## src/rtl/pid_pkg.sv

```systemverilog
// Shared types and helpers for the PID controller and its PWM back end.
package pid_pkg;

    localparam int PID_D_WIDTH = 32;
    localparam int SAT_W       = 64;

    typedef enum logic [1:0] {
        IDLE = 2'd0,
        FWD  = 2'd1,
        REV  = 2'd2,
        DEAD = 2'd3
    } pwm_state_t;

    // Magnitude of a sign-extended two's-complement value, clamped to limit.
    // Negation is done in unsigned arithmetic so the most-negative value cannot overflow.
    function automatic logic [SAT_W-1:0] sat_mag(input logic signed [SAT_W-1:0] value,
                                                 input logic [SAT_W-1:0]        limit);
        logic [SAT_W-1:0] mag;
        mag = value[SAT_W-1] ? (~value + SAT_W'(1)) : value;
        return (mag > limit) ? limit : mag;
    endfunction

endpackage

```

## src/rtl/pid_pwm.sv

```systemverilog
// H-bridge PWM stage: samples the signed PID command once per period, drives two
// direction legs with dead-time on reversal, and strobes each period boundary.
module pid_pwm
    import pid_pkg::*;
#(
    parameter int D_WIDTH     = PID_D_WIDTH,
    parameter int CNT_WIDTH   = 16,
    parameter int PERIOD      = 100,
    parameter int DEAD_CYCLES = 4
) (
    input  logic                        clock,
    input  logic                        reset,
    input  logic                        enable,
    input  logic signed [D_WIDTH-1:0]   cmd,
    output logic                        pwm_a,
    output logic                        pwm_b,
    output logic                        dir,
    output logic                        sample_strobe,
    output logic [CNT_WIDTH-1:0]        duty_q,
    output logic [1:0]                  state_dbg
);

    localparam logic [CNT_WIDTH-1:0] LAST_CNT  = CNT_WIDTH'(PERIOD - 1);
    localparam logic [CNT_WIDTH-1:0] DEAD_INIT = CNT_WIDTH'(DEAD_CYCLES - 1);

    pwm_state_t             r_state;
    logic [CNT_WIDTH-1:0]   r_cnt;
    logic [CNT_WIDTH-1:0]   r_dead_cnt;
    logic [CNT_WIDTH-1:0]   r_duty;
    logic                   r_dir;
    logic                   r_pwm_a;
    logic                   r_pwm_b;
    logic                   r_strobe;

    pwm_state_t             w_state_nxt;
    logic [CNT_WIDTH-1:0]   w_cnt_nxt;
    logic [CNT_WIDTH-1:0]   w_dead_nxt;
    logic [CNT_WIDTH-1:0]   w_duty_nxt;
    logic                   w_dir_nxt;
    logic                   w_pwm_a_nxt;
    logic                   w_pwm_b_nxt;
    logic                   w_strobe_nxt;

    logic signed [SAT_W-1:0] w_cmd_ext;
    logic [CNT_WIDTH-1:0]   w_mag;
    logic                   w_new_dir;
    logic                   w_at_end;
    logic                   w_load;
    logic                   w_reverse;

    assign w_cmd_ext = SAT_W'(cmd);
    assign w_mag     = CNT_WIDTH'(sat_mag(w_cmd_ext, SAT_W'(PERIOD)));
    assign w_new_dir = cmd[D_WIDTH-1];
    assign w_at_end  = (r_cnt == LAST_CNT);
    assign w_load    = (r_state == IDLE) || ((r_state != IDLE) && w_at_end);
    // A zero command carries no direction, so it never counts as a reversal.
    assign w_reverse = (w_mag != '0) && (w_new_dir != r_dir);

    always_ff @(posedge clock or negedge reset) begin
        if (!reset) begin
            r_state    <= IDLE;
            r_cnt      <= '0;
            r_dead_cnt <= '0;
            r_duty     <= '0;
            r_dir      <= 1'b0;
            r_pwm_a    <= 1'b0;
            r_pwm_b    <= 1'b0;
            r_strobe   <= 1'b0;
        end else begin
            r_state    <= w_state_nxt;
            r_cnt      <= w_cnt_nxt;
            r_dead_cnt <= w_dead_nxt;
            r_duty     <= w_duty_nxt;
            r_dir      <= w_dir_nxt;
            r_pwm_a    <= w_pwm_a_nxt;
            r_pwm_b    <= w_pwm_b_nxt;
            r_strobe   <= w_strobe_nxt;
        end
    end

    always_comb begin
        w_state_nxt  = r_state;
        w_cnt_nxt    = r_cnt;
        w_dead_nxt   = r_dead_cnt;
        w_duty_nxt   = r_duty;
        w_dir_nxt    = r_dir;
        w_pwm_a_nxt  = 1'b0;
        w_pwm_b_nxt  = 1'b0;
        w_strobe_nxt = 1'b0;
        if (!enable) begin
            w_state_nxt = IDLE;
            w_cnt_nxt   = '0;
        end else begin
            w_pwm_a_nxt  = (r_state == FWD) && (r_cnt < r_duty);
            w_pwm_b_nxt  = (r_state == REV) && (r_cnt < r_duty);
            w_strobe_nxt = (r_state != IDLE) && w_at_end;
            if (r_state != IDLE) begin
                w_cnt_nxt = w_at_end ? '0 : r_cnt + CNT_WIDTH'(1);
            end
            if (w_load) begin
                w_duty_nxt = w_mag;
            end
            case (r_state)
                IDLE: begin
                    // Outputs are already low, so start driving without a dead gap.
                    if (w_mag != '0) begin
                        w_dir_nxt = w_new_dir;
                    end
                    w_state_nxt = (((w_mag != '0) ? w_new_dir : r_dir)) ? REV : FWD;
                end
                FWD, REV: begin
                    if (w_load && w_reverse) begin
                        w_state_nxt = DEAD;
                        w_dead_nxt  = DEAD_INIT;
                        w_dir_nxt   = w_new_dir;
                    end
                end
                DEAD: begin
                    if (w_load && w_reverse) begin
                        w_dead_nxt = DEAD_INIT;
                        w_dir_nxt  = w_new_dir;
                    end else if (r_dead_cnt == '0) begin
                        w_state_nxt = r_dir ? REV : FWD;
                    end else begin
                        w_dead_nxt = r_dead_cnt - CNT_WIDTH'(1);
                    end
                end
                default: w_state_nxt = IDLE;
            endcase
        end
    end

    assign pwm_a         = r_pwm_a;
    assign pwm_b         = r_pwm_b;
    assign dir           = r_dir;
    assign sample_strobe = r_strobe;
    assign duty_q        = r_duty;
    assign state_dbg     = r_state;

    ap_legs_exclusive: assert property (@(posedge clock) disable iff (!reset) !(r_pwm_a && r_pwm_b));

endmodule

```

## config.mk

```make
export PLATFORM = sky130hd
export DESIGN_NAME = pid_pwm
export DESIGN_NICKNAME = d
export VERILOG_FILES = /design/src/rtl/pid_pkg.sv /design/src/rtl/pid_pwm.sv
export SDC_FILE = /design/constraint.sdc
export NUM_CORES = 1
export LEC_CHECK = 0
export ABC_AREA = 1
export CORE_AREA = 4 4 92 94
export DETAILED_ROUTE_END_ITERATION = 7
export DIE_AREA = 0 0 96 98
export GPL_TIMING_DRIVEN = 0
export PLACE_DENSITY = 0.84
export SYNTH_ARGS = -nofsm -noshare
export SYNTH_HDL_FRONTEND = slang
export SYNTH_SLANG_ARGS = --single-unit
```

## constraint.sdc

```tcl
create_clock -name clock -period 6.6 [get_ports clock]
set_clock_uncertainty 0.1 [all_clocks]
set_input_delay 1.32 -clock clock [delete_from_list [all_inputs] [get_ports clock]]
set_output_delay 1.32 -clock clock [all_outputs]
set_load 0.03 [all_outputs]
```

# == After elaboration in Yosys (flattened, before gate mapping) ==
# Index checks and enable logic that the tools add are counted.
# op_classes
eq_ne,12
bitwise,1
add_sub_neg,3
order_cmp,2
muxes,22
n_reduce_logical,17
# op_table
operator,n
16-bit two-way mux,7
64-bit by 2-bit adder with 64-bit output (second input constant),1
64-bit by 7-bit greater-than comparator with 1-bit output (second input constant),1
64-bit two-way mux,1
32-bit inverter with 64-bit output,1
16-bit case mux with 2 select lines,1
16-bit by 1-bit adder with 16-bit output (second input constant),1
16-bit by 7-bit equality test with 1-bit output (second input constant),1
16-bit zero test,1
16-bit less-than comparator,1
16-bit nonzero test,1
16-bit by 1-bit subtractor with 16-bit output (second input constant),1
2-bit two-way mux,6
3-bit != test (second input constant),4
2-bit case mux with 3 select lines,1
1-bit logical AND,5
1-bit two-way mux,5
2-bit equality test (second input constant),2
2-bit by 1-bit != test with 1-bit output (second input constant),2
2-bit AND reduction,2
4-bit AND reduction,1
2-bit nonzero test,2
3-bit AND reduction,1
3-bit OR reduction,1
other kinds (7),7
# word_totals
output_inout_bits,22
elab_cells,65
inputBits,35
register_bits,54

# == Depth between registers and ports, before layout ==
# Gate-level depths: netlist of the first run.
# logic_depth
depth_word,11
depth_mapped,23
ltp_nobuf,23

# == Least setup slack after synthesis of the first run ==
# OpenSTA, ideal clock, no wires.
# synth_timing
path_type,input -> register
start,input cmd[0]
end,register r_dead_cnt[8]
path_slack_ps,3064
arrival_time_ps,3319
setup_ps,117
n_path_buf,1
stages,20
t_required_ps,6383
path_cell_list,inv_1 > ha_1 > nand2_2 > nor2_4 > nand2_1 > nand3b_1 > nand2_1 > nor2_2 > nand2_1 > nor2_1 > nand3_1 > nor2_2 > nand3_2 > inv_2 > nand2_4 > nand2_8 > nand3_4 > buf_2 > nand3_1 > nand2_1
# synth_between
elab_chain_cells,10
word_cells_on_any_way,13
cone_classes,add/sub: 1; order compare: 1; eq/ne: 2; mux: 4; bitwise: 1; reduce/logical: 4
# synth_lines
element,line_no,text
"start, declared",pid_pwm.sv:14,"input logic signed [D_WIDTH-1:0] cmd,"
32-bit inverter with 64-bit output,pid_pkg.sv:19,mag = value[SAT_W-1] ? (~value + SAT_W'(1)) : value;
64-bit by 2-bit adder with 64-bit output,pid_pkg.sv:19,
64-bit two-way mux (*),pid_pkg.sv:19,
64-bit by 7-bit greater-than comparator with 1-bit output,pid_pkg.sv:20,return (mag > limit) ? limit : mag;
16-bit two-way mux (*),pid_pkg.sv:20,
16-bit nonzero test (*),pid_pwm.sv:57,assign w_reverse = (w_mag != '0) && (w_new_dir != r_dir);
1-bit logical AND (*),pid_pwm.sv:57,
1-bit logical AND (*),"pid_pwm.sv:112, pid_pwm.sv:119",
3-bit != test (no line) (tied with other cells),n/a,
4-bit AND reduction (no line) or 16-bit case mux with 2 select lines (tied branches),n/a,
"end signal, assigned",pid_pwm.sv:72,r_dead_cnt <= w_dead_nxt;
"end, declared",pid_pwm.sv:28,logic [CNT_WIDTH-1:0] r_dead_cnt;
# Every way passes the cells marked *; elsewhere a longest branch is shown, timed or not.
# A chain may end at the register's enable or synchronous reset.

# == Final worst setup path of the first run ==
# layout_timing
start,input cmd[0]
end,register r_dead_cnt[0]
# Same word-level chain as after synthesis.

==> results.txt, run 1 <==
----------------------------------------------------
[Yosys]
  Portion of netlist area occupied by mux cells ... 0%
  Synthesized-area fraction occupied by adder cells ... 6.104%
  Sequential cell area fraction in the yosys report ... 29.97%
  Synthesized area per cell ... 6.378 sq um
  Yosys synthesis warning count ... 0
  Ys flop type ... dfrtp_1
  Cell count after synthesis ... 707
  Simple-gate share of the synthesized area ... 41.29%
  Fraction of registers with async set or reset after synthesis ... 100.0%
  Post-Syn Nets ... 764
  Synth Area in XOR/XNOR ... 4.467%
  Library cells used by synthesis ... 37
  Number of enable-type register cells in the synthesized netlist ... 0
  Post-synthesis compound-gate area fraction ... 8.241%
  Number of register bits inferred by synthesis ... 54
  Combinational family with the most area after synthesis ... simple AND/OR/NAND/NOR gates
  Post-Syn Area ... 4509 sq um

[Clock tree]
  Clock latency on the worst-skew pair ... 0.32 ns
  Clock tree from TritonCTS ... yes
  Number of buffers created by CTS ... 5
  Number of buffers on the longest clock path ... 2
  Clock root buffer master ... clkbuf_8
  Cells resized by post-CTS repair ... 0
  H-tree levels ... 2
  Number of buffers inserted by post-CTS setup repair ... 0
  Clock-pin slew on the worst setup and hold paths ... 0.11 ns
  Clock tree sinks ... 54
  CTS hold repair buffers ... 0

[Setup path]
  Depth of the worst register-to-register path ... 10
  Top fanout value on the critical path ... 10
  Element type at the critical path end ... flop
  Required time at the endpoint of the critical path ... 6.70 ns
  Type of the worst setup path ... input pin to flop
  Critical Path Source Type ... input pin
  Beginning of the critical path ... cmd[0]
  Setup slack, reg-to-reg ... 3.87 ns
  Destination of the worst register-to-register timing path ... r_dead_cnt[0]
  Launch instance of the worst register-to-register path ... r_dead_cnt[0]
  Arrival @ worst endpoint ... 4.20 ns

[STA]
  Min cycle time layout ... 4.102 ns
  Endpoints failing setup ... 0
  Highest attainable clock frequency ... 243.8 MHz
  Final Slew Violations ... 0
  Unrepaired setup endpoints after global routing ... no
  Slew of the pin with the lowest slew margin ... 0.7289 ns
  Final TNS setup ... 0 ns
  Post-route clock period utilization ... 62.14%
  Count of final hold-check violations ... 0
  Tightest slew margin relative to the limit ... 50.96%

[Detailed routing]
  Post-DRT Antenna Nets ... 0
  Initial DRC Count ... 209
  Via-per-instance ratio ... 5.320
  DRC violation count after routing ... 0
  Routed via count ... 4,639
  Drt total wl ... 11.20 mm
  Router iterations before antenna repair ... 5
  Detail-routed net length per standard cell ... 12.85 um

[Floorplanning]
  Area enclosed by the die boundary ... 9408 sq um
  Initial core utilization ... 58.97%
  Number of rows in the core area ... 32
  Die W ... 96 um
  Vertical extent of the die ... 98 um
  Core Footprint ... 7647 sq um
  Ports placed on the boundary ... 57

[Pwr]
  Combinational share of power ... 49.3%
  Static Leak ... 2.639 nW
  Seq pwr share ... 34.0%
  Max rail drop VDD ... 111.8 uV
  Clock network fraction of total power ... 16.6%
  Psw ... 0.0005382 W
  Pwr/cell area ... 226.4 nW/um^2
  Internal power consumption ... 0.0006594 W
  Sw Ratio ... 44.94%

[Min path]
  Worst hold stages ... 2
  Endpoint of the worst hold path ... duty_q[10]
  Worst hold path class ... flop to flop
  Startpoint of the tightest hold check path ... duty_q[10]

[Status]
  Status ... complete, no violations

[Global route]
  Wire length of the first global-routing pass ... 19.00 mm
  Largest net degree at the start of global routing ... 29
  Via count of the first global-routing pass ... 4,422
  Overflow after GRT ... 0
  Tot GR Track Use ... 24.29%
  Initial antenna violation count ... 0

[Final layout]
  Design area ... 5290 sq um
  Leading cell type in the layout, fill and taps excluded ... nand2_1
  Antenna cell count ... 0
  Number of fill cells ... 686
  P&R area growth vs syn ... 17.31%
  Share of post-route cells with drive strength above 1 ... 5.584%
  Final #Nets ... 826
  Commonest non-fill, non-tap cells in the layout ... 206 x nand2_1, 111 x nor2_1, 95 x inv_1

[Place]
  IO buf count ... 54
  Detailed placer's ending HPWL ... 8.953 mm
  Routability Congestion ... 0.9319
  Placed inst area ... 5192 sq um

[Job]
  Max Cap Viol ... 0

----------------------------------------------------
## worst max-delay path, cell delays in order
cell and delay, ns:
clkdlybuf4s50_1 0.42, inv_1 0.12, ha_1 0.24, nand2_2 0.11
nor2_4 0.17, nand2_1 0.09, nand3b_1 0.08, nand2_1 0.07
nor2_2 0.15, nand2_1 0.06, nor2_1 0.14, nand3_1 0.11
nor2_2 0.19, nand3_2 0.12, inv_2 0.08, nand2_4 0.08
nand2_8 0.10, nand3_4 0.12, buf_2 0.24, nand3_1 0.11
nand2_1 0.07
## layout make-up
class	count	area (sq um)	share of cell area (%)
timing repair buffer	55	555.5	10.50
inverter	100	375.4	7.096
sequential	54	1351	25.54
tap	102	127.6	2.412
multi-input combinational	539	2710	51.23
clock buffer	5	68.82	1.301
clock inverter	3	28.78	0.5440
buffer	14	72.57	1.372
## synthesized netlist by cell type (all sizes together), types with 8 or more instances
cell,number,area share (%)
o22ai,8,1.1
o21ai,29,3.2
dfrtp,54,30
xnor2,9,1.7
inv,97,8.1
nand2,214,19
buf,9,1.2
xor2,14,2.7
nand3,66,7.7
a21oi,16,2.0
nor3,9,1.0
nor2,119,10
nand4,8,1.1
ha,22,6.1
## layer usage
layer / routed length [um] / vias to the layer above / track usage [%]
li1: - / 2363 / -
met1: 4781 / 2148 / 30.30
met2: 5838 / 115 / 44.29
met3: 436 / 13 / 2.080
met4: 144 / 0 / 5.908
met5: 0 / - / 0
## cells by family after synthesis
family | Yosys count
compound gates | 64
buf+inv | 114
fa+ha+maj | 22
xor+xnor | 23
flops | 54
simple gates | 430
## worst max-delay path by stage
stage                    end  slack (ns)  cells past startpoint
6_report       r_dead_cnt[0]        2.50                     21
5_1_grt        r_dead_cnt[0]        2.15                     20
4_1_cts        r_dead_cnt[0]        2.48                     21
3_5_place_dp   r_dead_cnt[0]        2.16                     21
3_3_place_gp   r_dead_cnt[1]        2.23                     21
2_1_floorplan  r_dead_cnt[8]        3.06                     20
## through the flow
step	total power (W)	hold slack, ns	worst slack (ns)	utilization [%]	std cells
floorplan	0.0008175	0.3642	3.064	-	707
global placement	0.0009703	0.3824	2.234	67.70	863
detailed placement	0.0009978	0.3966	2.161	67.90	864
CTS	0.001201	0.4196	2.476	69.18	872
global route	0.001290	0.4527	2.151	69.18	872
finish	0.001198	0.4287	2.498	69.18	872
## power groups by stage
stage          registers (W)  clock network [W]  logic [W]
2_1_floorplan       0.000443                  0   0.000374
3_3_place_gp        0.000410                  0   0.000561
3_5_place_dp        0.000413                  0   0.000585
4_1_cts             0.000407           0.000203   0.000591
5_1_grt             0.000412           0.000220   0.000658
6_report            0.000407           0.000199   0.000591
## flip-flops by register name, summed over array words and instances (netlist names)
name	count
sample_strobe	1
pwm_b	1
r_cnt	16
duty_q	16
state_dbg	2
r_dead_cnt	16
dir	1
pwm_a	1
No activity file was read; power rests on OpenSTA's default activity.
==> inputs of run 2 (changes only) <==
Settings changed: CORE_AREA 4 4 92 94 to 4 4 94 96, DIE_AREA 0 0 96 98 to 0 0 98 100, PLACE_DENSITY 0.84 to 0.81.
Clock period 6.6 ns to 4 ns, I/O delays scaled along.
==> run 2 against run 1 <==
Effect of this change:
- combinational power is 63% higher
- power grew 68%
- clock power grew 88%
- first-iteration DRC count shrank 0.48%
- routed wire length fell by 2.7%
- via count fell by 0.60%
- final cell count increased by 0.34%
- critical path type unchanged
- critical endpoint is now r_dead_cnt[7]
==> results.txt, run 2 (same netlist as run 1, synthesis figures left out) <==
----------------------------------------------------
[Setup path]
  Setup slack, reg-to-reg ... 1.34 ns
  Critical Path Source Type ... input pin
  End point of the critical path ... r_dead_cnt[7]
  Depth of the worst register-to-register path ... 12
  Arrival @ worst endpoint ... 3.76 ns
  Destination of the worst register-to-register timing path ... r_dead_cnt[13]
  Element type at the critical path end ... flop
  Top fanout value on the critical path ... 10
  Largest stage delay on the critical path ... 0.42 ns
  Stages on the worst setup path ... 24
  Beginning of the critical path ... cmd[0]
  Number of buffer and inverter instances along the worst setup path ... 5
  Required time at the endpoint of the critical path ... 4.15 ns
  Type of the worst setup path ... input pin to flop
  CP max stage cell ... clkdlybuf4s50_1
  Most frequent CP cell ... nand2_1
  Top Family by Delay on Critical Path ... simple AND/OR/NAND/NOR gates
  Critical path, cell by cell ... clkdlybuf4s50_1, inv_1, ha_1, nand2_2, nor2_4, nand2_2, nand2_4, nand2_1, nand2_1, nand2_1, clkinv_1, nand2_1, nor2_1, nand3_1, nor2_2, nand3_2, inv_2, nand2_4, nand2_8, nand2_2, buf_2, nor2_1, nand3_1, nand2_1
  Launch instance of the worst register-to-register path ... state_dbg[0]

[Final layout]
  Share of post-route cells with drive strength above 1 ... 5.584%
  Post-layout instance count excluding filler cells ... 875
  P&R area growth vs syn ... 17.73%
  Commonest non-fill, non-tap cells in the layout ... 206 x nand2_1, 111 x nor2_1, 95 x inv_1
  Leading cell type in the layout, fill and taps excluded ... nand2_1
  Final #Nets ... 826
  Antenna cell count ... 0

[Pwr]
  Max rail drop VDD ... 254.1 uV
  Static Leak ... 2.648 nW
  Total design power ... 0.002009 W
  Pwr/cell area ... 378.5 nW/um^2

[Detailed routing]
  Via-per-instance ratio ... 5.270
  Metal3 WL ... 456 um
  Top layer used by detailed routing ... met4
  Drt total wl ... 10.90 mm
  Post-DRT Antenna Nets ... 0
  Initial DRC Count ... 208
  Router iterations before antenna repair ... 5
  DR WL met2 ... 5.589 mm
  DRC violation count after routing ... 0
  Met1 Wirelength ... 4.683 mm
  Detail-routed net length per standard cell ... 12.45 um
  Routed via count ... 4,611

[Clock tree]
  H-tree levels ... 2
  Number of buffers on the longest clock path ... 2
  Number of buffers inserted by post-CTS setup repair ... 0
  Clock tree sinks ... 54
  Clock root buffer master ... clkbuf_8
  Cells resized by post-CTS repair ... 0
  Number of buffers created by CTS ... 5
  Clock-pin slew on the worst setup and hold paths ... 0.10 ns
  Clock latency on the worst-skew pair ... 0.31 ns
  Clock tree from TritonCTS ... yes
  CTS hold repair buffers ... 0

[STA]
  Final Slew Violations ... 0
  Highest attainable clock frequency ... 276.6 MHz
  Min cycle time layout ... 3.615 ns
  Count of final hold-check violations ... 0
  Tightest slew margin relative to the limit ... 52.93%
  Final TNS setup ... 0 ns
  Endpoints failing setup ... 0
  Unrepaired setup endpoints after global routing ... no
  Final Worst Setup Slack ... 0.3852 ns
  Post-route clock period utilization ... 90.37%
  Slew of the pin with the lowest slew margin ... 0.6996 ns

[Place]
  Routability Congestion ... 0.9303
  IO buf count ... 54
  Detailed placer's ending HPWL ... 8.760 mm
  Placed cell count ... 867
  Pre-CTS setup slack ... 0.08576 ns

[Floorplanning]
  Vertical extent of the die ... 100 um
  Initial core utilization ... 56.01%
  Core Footprint ... 8051 sq um
  Area enclosed by the die boundary ... 9800 sq um
  Die W ... 98 um
  Ports placed on the boundary ... 57
  Number of rows in the core area ... 33

[Global route]
  Overflow after GRT ... 0
  Wire length of the first global-routing pass ... 18.65 mm
  Tot GR Track Use ... 22.50%
  Largest net degree at the start of global routing ... 36
  Initial antenna violation count ... 0
  Via count of the first global-routing pass ... 4,277

[Status]
  Status ... complete, no violations

[Min path]
  Worst hold path class ... input pin to async pin

[Job]
  Max Cap Viol ... 0

----------------------------------------------------
## run 2: cell count changes in the layout (fill, tap and decap cells not counted)
cell / before / now
bufinv_16: 0 / 1
clkinv_4: 2 / 0
clkinv_2: 0 / 1
inv_6: 0 / 1
inv_8: 1 / 0
## run 2: how the worst min path moves through the flow
stage	depth (start not counted)	endpoint	from	slack, ns
floorplan	2	r_dead_cnt[1]	r_dead_cnt[1]	0.36
global placement	2	r_dead_cnt[0]	r_dead_cnt[0]	0.38
detailed placement	2	r_dead_cnt[0]	r_dead_cnt[0]	0.40
CTS	1	duty_q[8]	reset	0.33
global route	1	duty_q[8]	reset	0.36
finish	1	duty_q[8]	reset	0.33
## run 2: cell type report
class | count | area, sq um
buffer | 14 | 72.57
clock inverter | 3 | 43.79
multi-input combinational | 539 | 2710
fill | 743 | 2743
sequential | 54 | 1351
inverter | 100 | 375.4
timing repair buffer | 55 | 555.5
tap | 105 | 131.4
clock buffer | 5 | 68.82
## run 2: layer usage
| layer | global-route usage [%] | vias up |
|---|---|---|
| li1 | - | 2358 |
| met1 | 27.48 | 2120 |
| met2 | 42.04 | 121 |
| met3 | 2.154 | 12 |
| met4 | 6.496 | 0 |
| met5 | 0 | - |
## run 2: where the power goes
part	total (W)	switching, W	leakage, nW	internal (W)
Combinational	0.000966	0.000618	1.85	0.000348
Sequential	0.000669	0.0000588	0.736	0.000610
Clock	0.000374	0.000187	0.0585	0.000188
## run 2: worst register-to-register path, cell delays in order (launching register included)
cell	delay, ns
dfrtp_1	0.44
inv_1	0.11
ha_1	0.14
clkbuf_1	0.36
inv_1	0.11
nand2_1	0.10
inv_1	0.06
nor2_1	0.32
nand2_8	0.13
a21oi_4	0.27
buf_2	0.28
nand3_1	0.12
nand2_1	0.09
## run 2: metrics by stage
stage	hold WS, ns	utilization, %	instance area (sq um)
after floorplan	0.3642	-	4509
after global placement	0.3831	64.35	5181
after detailed placement	0.3980	64.54	5196
after CTS	0.3324	65.94	5309
after global routing	0.3580	65.94	5309
final	0.3269	65.94	5309
==> inputs of run 3 (changes only) <==
Settings changed: RECOVER_POWER set to 25, SLEW_MARGIN set to 30.
Clock period 4 ns to 3.8 ns, I/O delays scaled along.
==> run 3 against run 2 <==
Effect of this change:
- the run now ends with capacitance limit, slew limit left
- first-iteration DRC count shrank 9.6%
- critical path depth shrank 1
- global-route usage grew 0.19 points
- largest cell class unchanged
- cell area is essentially flat
- register-to-register slack lost 0.19 ns
- utilization shrank 0.062 points
- clock-buffer cell count is the same
- sequential share of layout area is essentially flat
==> results.txt, run 3 (same netlist as run 1, synthesis figures left out) <==
----------------------------------------------------
[Status]
  Status ... complete, but fails checks
  Violated checks ... capacitance limit, slew limit

[Final layout]
  Design area ... 5304 sq um
  Total area of sequential cells ... 1351 sq um
  Final #Nets ... 826
  Antenna cell count ... 0
  Share of post-route cells with drive strength above 1 ... 6.104%
  Commonest non-fill, non-tap cells in the layout ... 204 x nand2_1, 109 x nor2_1, 94 x inv_1
  Post-layout instance count excluding filler cells ... 875
  P&R area growth vs syn ... 17.62%
  Number of fill cells ... 751
  Leading cell type in the layout, fill and taps excluded ... nand2_1
  Area of the multi-input gates ... 2723 sq um

[Clock tree]
  Clock root buffer master ... clkbuf_8
  Cells resized by post-CTS repair ... 0
  Clock-pin slew on the worst setup and hold paths ... 0.10 ns
  CTS hold repair buffers ... 0
  Clock tree sinks ... 54
  Number of buffers inserted by post-CTS setup repair ... 0
  Number of buffers on the longest clock path ... 2
  Clock tree from TritonCTS ... yes
  Number of buffers created by CTS ... 5
  H-tree levels ... 2
  Clock latency on the worst-skew pair ... 0.31 ns

[Place]
  Detailed placer's ending HPWL ... 8.838 mm
  Routability Congestion ... 0.9303
  Placed inst area ... 5199 sq um
  IO buf count ... 54
  Placed cell count ... 867
  Pre-CTS setup slack ... -0.09278 ns

[Job]
  Max Cap Viol ... 1

[Setup path]
  Arrival @ worst endpoint ... 3.62 ns
  Required time at the endpoint of the critical path ... 3.91 ns
  Destination of the worst register-to-register timing path ... r_dead_cnt[13]
  Largest stage delay on the critical path ... 0.47 ns
  CP max stage cell ... clkdlybuf4s50_1
  Depth of the worst register-to-register path ... 12
  Element type at the critical path end ... flop
  Setup slack, reg-to-reg ... 1.15 ns
  Most frequent CP cell ... nand2_1
  Launch instance of the worst register-to-register path ... state_dbg[0]
  Top fanout value on the critical path ... 10
  Critical Path Source Type ... input pin
  Critical path, cell by cell ... clkdlybuf4s50_1, inv_1, ha_2, nand2_2, nor2_4, nand2_2, nand2_4, nand2_1, nand2_1, nand2_1, clkinv_1, nand2_1, nor2_1, nand3_1, nor2_2, nand3_2, inv_2, nand2_4, nand2_8, nand3_4, buf_2, nand3_1, nand2_1
  Type of the worst setup path ... input pin to flop

[Detailed routing]
  Detail-routed net length per standard cell ... 12.51 um
  Router iterations before antenna repair ... 5
  Drt total wl ... 10.95 mm
  DRC violation count after routing ... 0
  Post-DRT Antenna Nets ... 0
  Initial DRC Count ... 188
  Routed via count ... 4,670
  Via-per-instance ratio ... 5.337

[Floorplanning]
  Core Footprint ... 8051 sq um
  Area enclosed by the die boundary ... 9800 sq um
  Die W ... 98 um
  Initial core utilization ... 56.01%
  Ports placed on the boundary ... 57
  Vertical extent of the die ... 100 um
  Number of rows in the core area ... 33

[STA]
  Final Slew Violations ... 36
  Highest attainable clock frequency ... 284.4 MHz
  Unrepaired setup endpoints after global routing ... no
  Post-route clock period utilization ... 92.52%
  Count of final hold-check violations ... 0
  Min cycle time layout ... 3.516 ns
  Endpoints failing setup ... 0
  Tightest slew margin relative to the limit ... -22.59%
  Slew of the pin with the lowest slew margin ... 1.839 ns
  Final TNS setup ... 0 ns
  Final Worst Setup Slack ... 0.2842 ns

[Global route]
  Met3 track demand over resource in global routing ... 2.293%
  Overflow after GRT ... 0
  Wire length of the first global-routing pass ... 18.88 mm
  Tot GR Track Use ... 22.69%
  Routing usage on met1 ... 27.47%
  Largest net degree at the start of global routing ... 36
  Highest-utilization routing layer at the global route stage ... met2
  Met2 track demand over resource in global routing ... 42.57%
  Initial antenna violation count ... 0
  Via count of the first global-routing pass ... 4,377

[Pwr]
  Psw ... 0.0009100 W
  Seq pwr share ... 33.3%
  Total design power ... 0.002115 W
  Pwr/cell area ... 398.7 nW/um^2
  Max rail drop VDD ... 269.1 uV
  Sw Ratio ... 43.03%
  Combinational share of power ... 48.0%
  Static Leak ... 2.634 nW
  Internal power consumption ... 0.001205 W
  Clock network fraction of total power ... 18.7%

[Min path]
  Worst hold path class ... flop to flop
  Endpoint of the worst hold path ... r_dead_cnt[1]
  Startpoint of the tightest hold check path ... r_dead_cnt[1]
  Worst hold stages ... 2

----------------------------------------------------
-- run 3: cell count changes in the layout (fill, tap and decap cells not counted), moves of 2 or more --
cell / delta
nand2_2: +2
clkbuf_1: +2
nor2_1: -2
nor2_2: +2
nand2_1: -2
-- run 3: power groups by stage --
stage	registers [W]	logic (W)	clock network, W
2_1_floorplan	0.000770	0.000650	0
3_3_place_gp	0.000712	0.000974	0
5_1_grt	0.000715	0.00114	0.000426
3_5_place_dp	0.000715	0.00101	0
4_1_cts	0.000704	0.00102	0.000404
6_report	0.000703	0.00102	0.000396
-- run 3: stage by stage --
stage | hold WS [ns] | util (%)
4_1_cts | 0.2108 | 65.97
5_1_grt | 0.4352 | 65.87
3_5_place_dp | 0.4003 | 64.57
3_3_place_gp | 0.3831 | 64.35
6_report | 0.4210 | 65.87
2_1_floorplan | 0.3642 | -
-- run 3: worst max-delay path by stage --
stage	start	endpoint	depth (start not counted)
3_5_place_dp	cmd[4]	r_dead_cnt[13]	20
3_3_place_gp	cmd[0]	r_dead_cnt[8]	23
2_1_floorplan	cmd[0]	r_dead_cnt[8]	20
5_1_grt	cmd[0]	r_dead_cnt[9]	24
6_report	cmd[1]	r_dead_cnt[13]	23
4_1_cts	cmd[4]	r_dead_cnt[13]	20
-- run 3: layout make-up --
type	instances	share of cell area, %
clock buffers	5	1.297
well taps	105	2.477
clock inverters	3	0.8257
multi-input cells	539	51.33
plain buffers	14	1.368
repair buffers	55	10.14
inverters	100	7.077
flip-flops and latches	54	25.48
-- run 3: worst max-delay path, delay by kind of cell --
family	cells	cell delay [ns]
fa+ha+maj	1	0.21
buf+inv	5	0.91
simple gates	17	1.73
-- run 3: per-layer routing --
| layer | vias to the layer above | routed length [um] | share of wire [%] |
|---|---|---|---|
| li1 | 2369 | - | - |
| met1 | 2169 | 4658 | 43 |
| met2 | 118 | 5631 | 51 |
| met3 | 14 | 471 | 4.3 |
| met4 | 0 | 186 | 1.7 |
| met5 | - | 0 | 0 |
